**src/rtl/hprb_multi_source_pkg.sv**
```systemverilog
// Shared definitions for the multi-destination probe source: default field widths,
// FSM state encoding, payload modes, LFSR tap table and the redundancy function.
package hprb_multi_source_pkg;

  localparam int NS_ADDRESS_SIZE = 6;
  localparam int NS_DATA_SIZE    = 16;
  localparam int NS_REDUN_SIZE   = 4;
  localparam int NS_ACK_CKS      = 2;

  localparam int DAT_COUNTER = 0;
  localparam int DAT_LFSR    = 1;
  localparam int DAT_CONST   = 2;

  typedef enum logic [3:0] {
    ST_INIT,
    ST_IDLE,
    ST_LD_DST,
    ST_LD_DAT,
    ST_LD_RED,
    ST_REQ,
    ST_ACK_LO,
    ST_GAP,
    ST_DONE
  } state_e;

  // Right-shifting Galois masks for maximal-length polynomials; unknown widths fall
  // back to a pure rotate, which still never reaches zero from a nonzero seed.
  function automatic logic [63:0] lfsr_taps(input int w);
    logic [63:0] taps;
    case (w)
      2:       taps = 64'h3;
      3:       taps = 64'h6;
      4:       taps = 64'hC;
      5:       taps = 64'h14;
      6:       taps = 64'h30;
      7:       taps = 64'h60;
      8:       taps = 64'hB8;
      9:       taps = 64'h110;
      10:      taps = 64'h240;
      11:      taps = 64'h500;
      12:      taps = 64'hE08;
      16:      taps = 64'hB400;
      24:      taps = 64'hE10000;
      32:      taps = 64'h8020_0003;
      64:      taps = 64'hD800_0000_0000_0000;
      default: taps = 64'h1 << (w - 1);
    endcase
    return taps;
  endfunction

  // Redundancy: XOR-fold of {src, dst, dat} into rsz-bit chunks, lsb-aligned.
  function automatic logic [63:0] calc_redun(input logic [63:0] src, input logic [63:0] dst,
                                             input logic [63:0] dat, input int asz,
                                             input int dsz, input int rsz);
    logic [191:0] cat;
    logic [63:0]  r;
    cat = ({128'd0, src} << (asz + dsz)) | ({128'd0, dst} << dsz) | {128'd0, dat};
    r   = '0;
    for (int i = 0; i < 2 * asz + dsz; i++) begin
      r[i % rsz] = r[i % rsz] ^ cat[i];
    end
    return r;
  endfunction

endpackage

```
**src/rtl/hprb_multi_source_pattern_gen.sv**
```systemverilog
// Payload pattern source: counter, Galois LFSR or constant; pat_o is the value the
// next loaded message will carry, and it steps only when adv_i is pulsed.
module hprb_multi_source_pattern_gen import hprb_multi_source_pkg::*; #(
  parameter int          DAT_MODE = DAT_COUNTER,
  parameter int unsigned DAT_SEED = 0,
  parameter int          DSZ      = NS_DATA_SIZE
) (
  input  logic           clk_i,
  input  logic           rst_ni,
  input  logic           adv_i,
  output logic [DSZ-1:0] pat_o
);

  localparam logic [63:0]    TAPS_FULL = lfsr_taps(DSZ);
  localparam logic [DSZ-1:0] TAPS      = TAPS_FULL[DSZ-1:0];
  localparam logic [DSZ-1:0] SEED      = DSZ'(DAT_SEED);
  // An all-zero LFSR would lock up, so a zero seed starts the LFSR at 1.
  localparam logic [DSZ-1:0] INIT_PAT  = (DAT_MODE == DAT_LFSR && SEED == '0) ? DSZ'(1) : SEED;

  logic [DSZ-1:0] pat_q, pat_d;

  always_comb begin
    pat_d = pat_q;
    if (adv_i) begin
      case (DAT_MODE)
        DAT_COUNTER: pat_d = pat_q + DSZ'(1);
        DAT_LFSR:    pat_d = (pat_q >> 1) ^ (pat_q[0] ? TAPS : '0);
        DAT_CONST:   pat_d = pat_q;
        default:     pat_d = pat_q;
      endcase
    end
  end

  always_ff @(posedge clk_i or negedge rst_ni) begin
    if (!rst_ni) pat_q <= INIT_PAT;
    else         pat_q <= pat_d;
  end

  assign pat_o = pat_q;

endmodule

```
**src/rtl/hprb_multi_source.sv**
```systemverilog
// Probe traffic generator: sends NUM_MSGS (or endless) 4-phase messages round-robin
// over NUM_DST destinations, with an optional idle gap after every handshake.
module hprb_multi_source import hprb_multi_source_pkg::*; #(
  parameter int unsigned MY_LOCAL_ADDR = 0,
  parameter int unsigned DST_BASE      = 0,
  parameter int unsigned DST_STRIDE    = 1,
  parameter int          NUM_DST       = 1,
  parameter int unsigned NUM_MSGS      = 0,
  parameter int          DAT_MODE      = DAT_COUNTER,
  parameter int unsigned DAT_SEED      = 0,
  parameter int          GAP_CKS       = 0,
  parameter int          CSZ           = 16,
  parameter int          ASZ           = NS_ADDRESS_SIZE,
  parameter int          DSZ           = NS_DATA_SIZE,
  parameter int          RSZ           = NS_REDUN_SIZE,
  parameter int          SND_ACK_CKS   = NS_ACK_CKS
) (
  input  logic           gch_clk,
  input  logic           gch_reset,
  output logic           gch_ready,
  input  logic           en,
  output logic [ASZ-1:0] snd0_src,
  output logic [ASZ-1:0] snd0_dst,
  output logic [DSZ-1:0] snd0_dat,
  output logic [RSZ-1:0] snd0_red,
  output logic           snd0_err,
  output logic           snd0_req_out,
  input  logic           snd0_ack_in,
  output logic           done,
  output logic [CSZ-1:0] sent_cnt
);

  localparam int IDXW = (NUM_DST > 1) ? $clog2(NUM_DST) : 1;
  localparam int GAPW = (GAP_CKS > 1) ? $clog2(GAP_CKS) : 1;
  localparam int ACKW = $clog2(SND_ACK_CKS + 1);
  localparam logic [IDXW-1:0] IDX_LAST   = IDXW'(NUM_DST - 1);
  localparam logic [GAPW-1:0] GAP_LAST   = GAPW'(GAP_CKS - 1);
  localparam logic [ACKW-1:0] ACK_LAST   = ACKW'(SND_ACK_CKS - 1);
  localparam logic [CSZ:0]    MSG_TARGET = (CSZ + 1)'(NUM_MSGS);
  localparam logic [ASZ-1:0]  SRC_ADDR   = ASZ'(MY_LOCAL_ADDR);

  state_e          state_q, state_d;
  logic            req_q, req_d;
  logic            done_q, done_d;
  logic            rg_rdy_q, rg_rdy_d;
  logic [CSZ-1:0]  sent_q, sent_d;
  logic [CSZ:0]    msg_q, msg_d;
  logic [IDXW-1:0] idx_q, idx_d;
  logic [GAPW-1:0] gap_q, gap_d;
  logic [ASZ-1:0]  dst_q, dst_d;
  logic [DSZ-1:0]  dat_q, dat_d;
  logic [RSZ-1:0]  red_q, red_d;
  logic [ACKW-1:0] ack_cnt_q, ack_cnt_d;
  logic            ckd_ack_q, ckd_ack_d;
  logic            pat_adv;
  logic            last_msg;
  logic [DSZ-1:0]  pat;

  hprb_multi_source_pattern_gen #(
    .DAT_MODE(DAT_MODE),
    .DAT_SEED(DAT_SEED),
    .DSZ     (DSZ)
  ) u_pattern (
    .clk_i (gch_clk),
    .rst_ni(gch_reset),
    .adv_i (pat_adv),
    .pat_o (pat)
  );

  // The raw ack must disagree with the debounced copy for SND_ACK_CKS straight clocks.
  always_comb begin
    ckd_ack_d = ckd_ack_q;
    ack_cnt_d = '0;
    if (snd0_ack_in != ckd_ack_q) begin
      if (ack_cnt_q == ACK_LAST) ckd_ack_d = snd0_ack_in;
      else                       ack_cnt_d = ack_cnt_q + ACKW'(1);
    end
  end

  assign last_msg = (NUM_MSGS != 0) && (msg_q == MSG_TARGET);

  always_comb begin
    state_d  = state_q;
    req_d    = req_q;
    done_d   = done_q;
    rg_rdy_d = rg_rdy_q;
    sent_d   = sent_q;
    msg_d    = msg_q;
    idx_d    = idx_q;
    gap_d    = gap_q;
    dst_d    = dst_q;
    dat_d    = dat_q;
    red_d    = red_q;
    pat_adv  = 1'b0;
    case (state_q)
      ST_INIT: begin
        rg_rdy_d = 1'b1;
        state_d  = ST_IDLE;
      end
      ST_IDLE: if (en && !ckd_ack_q) state_d = ST_LD_DST;
      ST_LD_DST: begin
        dst_d   = ASZ'(DST_BASE + 32'(idx_q) * DST_STRIDE);
        state_d = ST_LD_DAT;
      end
      ST_LD_DAT: begin
        dat_d   = pat;
        pat_adv = 1'b1;
        state_d = ST_LD_RED;
      end
      ST_LD_RED: begin
        red_d   = RSZ'(calc_redun(64'(SRC_ADDR), 64'(dst_q), 64'(dat_q), ASZ, DSZ, RSZ));
        req_d   = 1'b1;
        state_d = ST_REQ;
      end
      ST_REQ: if (ckd_ack_q) begin
        req_d   = 1'b0;
        sent_d  = sent_q + CSZ'(1);
        msg_d   = msg_q + (CSZ + 1)'(1);
        idx_d   = (idx_q == IDX_LAST) ? '0 : idx_q + IDXW'(1);
        state_d = ST_ACK_LO;
      end
      ST_ACK_LO: if (!ckd_ack_q) begin
        gap_d = '0;
        if (GAP_CKS > 0) begin
          state_d = ST_GAP;
        end else if (last_msg) begin
          done_d  = 1'b1;
          state_d = ST_DONE;
        end else begin
          state_d = ST_IDLE;
        end
      end
      ST_GAP: begin
        gap_d = gap_q + GAPW'(1);
        if (gap_q == GAP_LAST) begin
          gap_d = '0;
          if (last_msg) begin
            done_d  = 1'b1;
            state_d = ST_DONE;
          end else begin
            state_d = ST_IDLE;
          end
        end
      end
      ST_DONE: req_d = 1'b0;
      default: state_d = ST_IDLE;
    endcase
  end

  always_ff @(posedge gch_clk or negedge gch_reset) begin
    if (!gch_reset) begin
      state_q   <= ST_INIT;
      req_q     <= 1'b0;
      done_q    <= 1'b0;
      rg_rdy_q  <= 1'b0;
      sent_q    <= '0;
      msg_q     <= '0;
      idx_q     <= '0;
      gap_q     <= '0;
      dst_q     <= ASZ'(DST_BASE);
      dat_q     <= '0;
      red_q     <= '0;
      ack_cnt_q <= '0;
      ckd_ack_q <= 1'b0;
    end else begin
      state_q   <= state_d;
      req_q     <= req_d;
      done_q    <= done_d;
      rg_rdy_q  <= rg_rdy_d;
      sent_q    <= sent_d;
      msg_q     <= msg_d;
      idx_q     <= idx_d;
      gap_q     <= gap_d;
      dst_q     <= dst_d;
      dat_q     <= dat_d;
      red_q     <= red_d;
      ack_cnt_q <= ack_cnt_d;
      ckd_ack_q <= ckd_ack_d;
    end
  end

  assign gch_ready    = rg_rdy_q && (ack_cnt_q == '0);
  assign snd0_src     = SRC_ADDR;
  assign snd0_dst     = dst_q;
  assign snd0_dat     = dat_q;
  assign snd0_red     = red_q;
  assign snd0_err     = 1'b0;
  assign snd0_req_out = req_q;
  assign done         = done_q;
  assign sent_cnt     = sent_q;

endmodule

```
**config.mk**
```make
export PLATFORM = sky130hd
export DESIGN_NAME = hprb_multi_source
export DESIGN_NICKNAME = d
export VERILOG_FILES = /design/src/rtl/hprb_multi_source_pkg.sv /design/src/rtl/hprb_multi_source_pattern_gen.sv /design/src/rtl/hprb_multi_source.sv
export SDC_FILE = /design/constraint.sdc
export NUM_CORES = 1
export LEC_CHECK = 0
export BUFFER_PORTS_ARGS = -buffer_cell sky130_fd_sc_hd__buf_2
export CAP_MARGIN = 20
export CORE_ASPECT_RATIO = 1.75
export CORE_MARGIN = 8
export CORE_UTILIZATION = 35
export DETAILED_ROUTE_END_ITERATION = 8
export GPL_ROUTABILITY_DRIVEN = 1
export PLACE_DENSITY = 0.56
export SETUP_SLACK_MARGIN = 0.1
export SKIP_LAST_GASP = 1
export SLEW_MARGIN = 20
export SYNTH_ARGS = -nofsm -noshare
export SYNTH_HDL_FRONTEND = slang
export SYNTH_SLANG_ARGS = --single-unit
```
**constraint.sdc**
```tcl
create_clock -name gch_clk -period 2.06 [get_ports gch_clk]
set_input_delay 0.412 -clock gch_clk [delete_from_list [all_inputs] [get_ports gch_clk]]
set_output_delay 0.412 -clock gch_clk [all_outputs]
set_load 0.01 [all_outputs]
```
* After elaboration in Yosys (flattened, before gate mapping)
Cells that the tools add are included. W data, S select, Z words.
Operators by class: bitwise logic cells 26, muxes and demuxes 14, reductions and logical operators 12, $add $sub $neg 5, equal/unequal tests 14
Operators by type and width (number):
- $add A16 B1 Y16 const B | 2
- $pmux W4 S8 | 1
- $or A17 B16 Y17 | 1
- $eq A4 B3 Y1 const B | 4
- $mux W4 | 4
- $xor A1 B1 Y1 | 13
- $xor A1 B1 Y1 const B | 11
- $eq A4 B2 Y1 const B | 2
- $ne A2 B2 Y1 const B | 4
- $reduce_and A2 Y1 | 4
- $mux W1 | 5
- $reduce_and A5 Y1 | 1
- $eq A4 B1 Y1 const B | 1
- $eq A4 B4 Y1 const B | 1
- $logic_not A4 Y1 | 1
- $mux W2 | 2
- $pmux W1 S3 | 1
- $reduce_bool A3 Y1 | 1
- $add A1 B1 Y1 const B | 2
- $add A2 B1 Y2 const B | 1
- $eq A2 B1 Y1 const B | 1
- $logic_and A1 B1 Y1 | 2
- $logic_not A2 Y1 | 1
- $pmux W1 S2 | 1
- 4 further kinds | 4
Storage, ports and cells: register bits 64, logic and storage cells 83

* Logic depth before layout (Yosys ltp)
word-level depth 7, depth in mapped cells 6, gate-level depth less buffers 5

* By module
From an unflattened synthesis, not the netlist that was laid out.
Unflattened totals: cell total of the unflattened synthesis 237, area total of the unflattened synthesis 2824.0 µm²
By module, submodules not included:
- hprb_multi_source | times used 1, area each 2128.3 µm², cells an instance 181
- hprb_multi_source_pattern_gen | times used 1, area each 695.7 µm², cells an instance 56

* Least setup slack after synthesis
OpenSTA, ideal clock, no wires.
path type reg2reg, from register state_q[2], to register u_pattern.pat_q[11], in the netlist u_pattern.pat_o[11], buffers on the path 1, cell stages (with the launch flop) 6, path slack 526 ps, data arrival time 1455 ps, required time 1981 ps, cell sequence dfrtp_1 -> nand3b_1 -> or4_1 -> buf_2 -> nor3_2 -> xor2_1
Between the ends: cells in the longest elaborated chain, start to end 2
Ends and longest elaborated chain:
- from (decl) | RTL line hprb_multi_source.sv:42 | state_e state_q, state_d;
- from (signal assigned) | RTL line hprb_multi_source.sv:166 | state_q <= state_d;
- $eq A4 B2 Y1 | RTL line hprb_multi_source.sv:95 | case (state_q)
- $mux W1 | RTL line hprb_multi_source.sv:95
- to (signal assigned) | RTL line hprb_multi_source_pattern_gen.sv:36 | else pat_q <= pat_d;
- to (decl) | RTL line hprb_multi_source_pattern_gen.sv:20 | logic [DSZ-1:0] pat_q, pat_d;
No other way between the ends. A chain may end at the register's enable or synchronous reset.

* Worst setup path after layout
from register state_q[1], to register sent_q[12], in the netlist sent_cnt[12]
Between the ends: cells in the longest elaborated chain, start to end 2
Ends and longest elaborated chain:
- $eq A4 B3 Y1 | RTL line hprb_multi_source.sv:95
- $reduce_and A2 Y1 (no line)
- to (signal assigned) | RTL line hprb_multi_source.sv:170 | sent_q <= sent_d;
- to (decl) | RTL line hprb_multi_source.sv:46 | logic [CSZ-1:0] sent_q, sent_d;
No other way between the ends.

==> metrics.txt <==
Worst EP arrival around 1900 ps; CTS Hold Buffers Added 0; GR met1 Demand/Resource 11.14%; cts repair resizes 0; # IOs 56; Worst-Margin Slew around 560 ps; share of layout cells above drive strength 1 a little over a fifth; Area Overhead vs Synth 20.10%; Die Width 83.71 um; worst setup path category reg -> reg; leakage power around 0.0017 uW; Post-synth ARST share 100.0%; worst path cell trace buf_4 > nand4b_4 > nor4_2 > nand3_1 > xnor2_1; vias in the first global route a little over 2000; Die ar. 11260 um^2; synth cell count leaders nand2_1, dfrtp_1, xnor2_1, buf_4, nor2_1; WL/cell 13.96 um; grt total ovfl 0; Req. time, crit path roughly 2300 ps; Final #Nets ~330; Port Buffers 41; VDD IR max between 0.5 and 0.6 mV; Final GP Congestion 0.7613; ant diodes 0; final core utilization 42.93%; Levels on crit path 5; Most Used Layer, Global Route met2; slowest cell on the critical path nor4_2; status finished, final reports clean; Final Skew around 4.5 ps; CTS tree built; reg2reg setup slack between 300 and 400 ps; Hold Fails Final Rpt 0; RR Endpoint sent_cnt[12]; Mapped Cells 273; number of flops mapped to enable cells by yosys 0; Worst-Skew Late Latency between 300 and 400 ps; Core Region about 8000 um^2; setup tns final 0 ps; DRT iter0 DRCs slightly above 100; fillers between 700 and 800; Hold Crit Class in -> async; Synth Flop Type dfrtp_1; Seq/Total Area, Yosys 54.37%; clk slew on worst S/H paths about 50 ps; postcts setup bufs 0; most frequent cell after synthesis nand2_1; die height 134.5 um; DRT Pass-1 Iters 4; FF-to-FF Start state_q[1]; RSZ-0062 raised after global routing false; H-tree depth 3; crit end category flop; TritonCTS buffer count 9; Clock Path Buffers 2; met2 Track Usage GR a little under a fifth; Buf/Inv on CP 1; grt met3 use between 3 and 4%; MaxCap Viol Count 0; final setup vio count 0; Yosys top cell by area dfrtp_1; share of the synthesized area in the top cell type a little over half; mapped cell area between 2000 and 3000 um^2; Cell Pwr Density roughly 1200 nW/um^2; crit path max fanout 12; row cnt 43; Slew headroom between 60 and 70%; Crit path max-delay family simple AND/OR/NAND/NOR gates; clock sink count between 60 and 70; antenna violations before repair 0; Cell variety after synth 35; Fmax achieved around 600 MHz; post-route ant nets 0; Vias/cell approximately 4.6; CP startpoint kind flop; Ys Warns 0; routed wire length approximately 6000 um; DRC 0; Slew Viols, Final 0; Final Cycle Share roughly four fifths; register bit total from synthesis about 60; top cells by area, synth dfrtp_1, xnor2_1, nand2_1; Mean Syn Cell Area a little over 10 um^2; largest net degree at the start of global routing 62; first-pass GRT wire length about 9800 um; crit-path max cell delay 480 ps; Vias 1915; root buffer cell clkbuf_16; Tmin final approximately 1700 ps; starting density of the core between 30% and 40%; hpwl dp approximately 4200 um; R2R depth 5; Total GRT Usage a little over a tenth
-- cell families after synthesis --
group,Yosys count,synth area share [%]
AO/OA/AOI/OAI,14,2.897
XOR/XNOR,43,13.41
adder cells (fa/ha/maj),2,0.8911
buffers and inverters,26,5.526
flip-flops,61,54.37
multiplexers,2,0.7576
other,1,0.1336
AND/OR/NAND/NOR,124,22.01
-- final cells by class --
class,count,area (um^2),share of cell area (%)
Inverter,4,15.01,0.4453
Sequential cell,61,1526,45.27
Timing Repair Buffer,48,270.3,8.015
Multi-Input combinational cell,199,1175,34.84
Clock inverter,1,5.005,0.1484
Tap cell,90,112.6,3.340
Clock buffer,15,267.8,7.941
-- power breakdown --
group	internal (uW)	leakage, uW	switching, uW	total (uW)
sequential	1440	0.000805	223	1670
combinational	494	0.000798	656	1150
clock	878	0.000134	487	1370
total	2820	0.00174	1370	4180
-- sequential cells by signal, indices dropped and copies added, names as in the netlist, 2 cells and up --
signal / flops
ack_cnt_q: 2
sent_cnt: 16
snd0_dat: 16
snd0_red: 4
state_q: 3
u_pattern.pat_o: 16
-- cells in the final DEF, fill, tap and decap left out, types with 3 or more instances in the layout --
| master | netlist | layout |
|---|---|---|
| a21oi_1 | 6 | 6 |
| and4_1 | 4 | 4 |
| buf_2 | 4 | 41 |
| buf_4 | 14 | 6 |
| clkbuf_1 | 4 | 4 |
| clkbuf_16 | 0 | 9 |
| conb_1 | 1 | 14 |
| dfrtp_1 | 61 | 61 |
| inv_1 | 4 | 4 |
| nand2_1 | 70 | 70 |
| nand2b_1 | 3 | 3 |
| nand3_1 | 11 | 11 |
| nor2_1 | 13 | 13 |
| nor3_2 | 3 | 3 |
| nor3b_1 | 3 | 3 |
| o21ai_0 | 4 | 4 |
| or2_2 | 3 | 3 |
| xnor2_1 | 32 | 32 |
| xor2_1 | 11 | 11 |
-- per-stage QoR --
step	std cells	total power, uW	hold slack, ps	area (um^2)	setup WS (ps)
final	418	4184	97.64	3372	380.5
after detailed placement	402	2868	449.3	3099	339.8
after global routing	418	4472	118.8	3372	253.2
after CTS	418	4267	101.7	3372	329.6
after global placement	402	2846	443.1	3099	368.2
after floorplan	286	2446	116.4	2856	525.9
-- worst register-to-register path: cells and delay by family (launching register included) --
family	cells	cell delay [ps]
flip-flops	1	370
XOR/XNOR	1	140
buffers and inverters	1	170
AND/OR/NAND/NOR	3	880
-- routing by layer --
metal | part of all wire [%] | vias to the layer above
li1 | - | 953
met1 | 41 | 904
met2 | 51 | 50
met3 | 5.9 | 8
met4 | 2.1 | 0
met5 | 0 | -
-- worst max path at each step --
stage / start / endpoint / slack [ps]
floorplan: state_q[2] / u_pattern.pat_o[11] / 530
global placement: state_q[1] / sent_cnt[12] / 370
detailed placement: state_q[1] / sent_cnt[12] / 340
CTS: state_q[1] / sent_cnt[12] / 330
global route: state_q[2] / u_pattern.pat_o[10] / 250
finish: state_q[1] / sent_cnt[12] / 380
No activity file was read; power rests on OpenSTA's default activity.
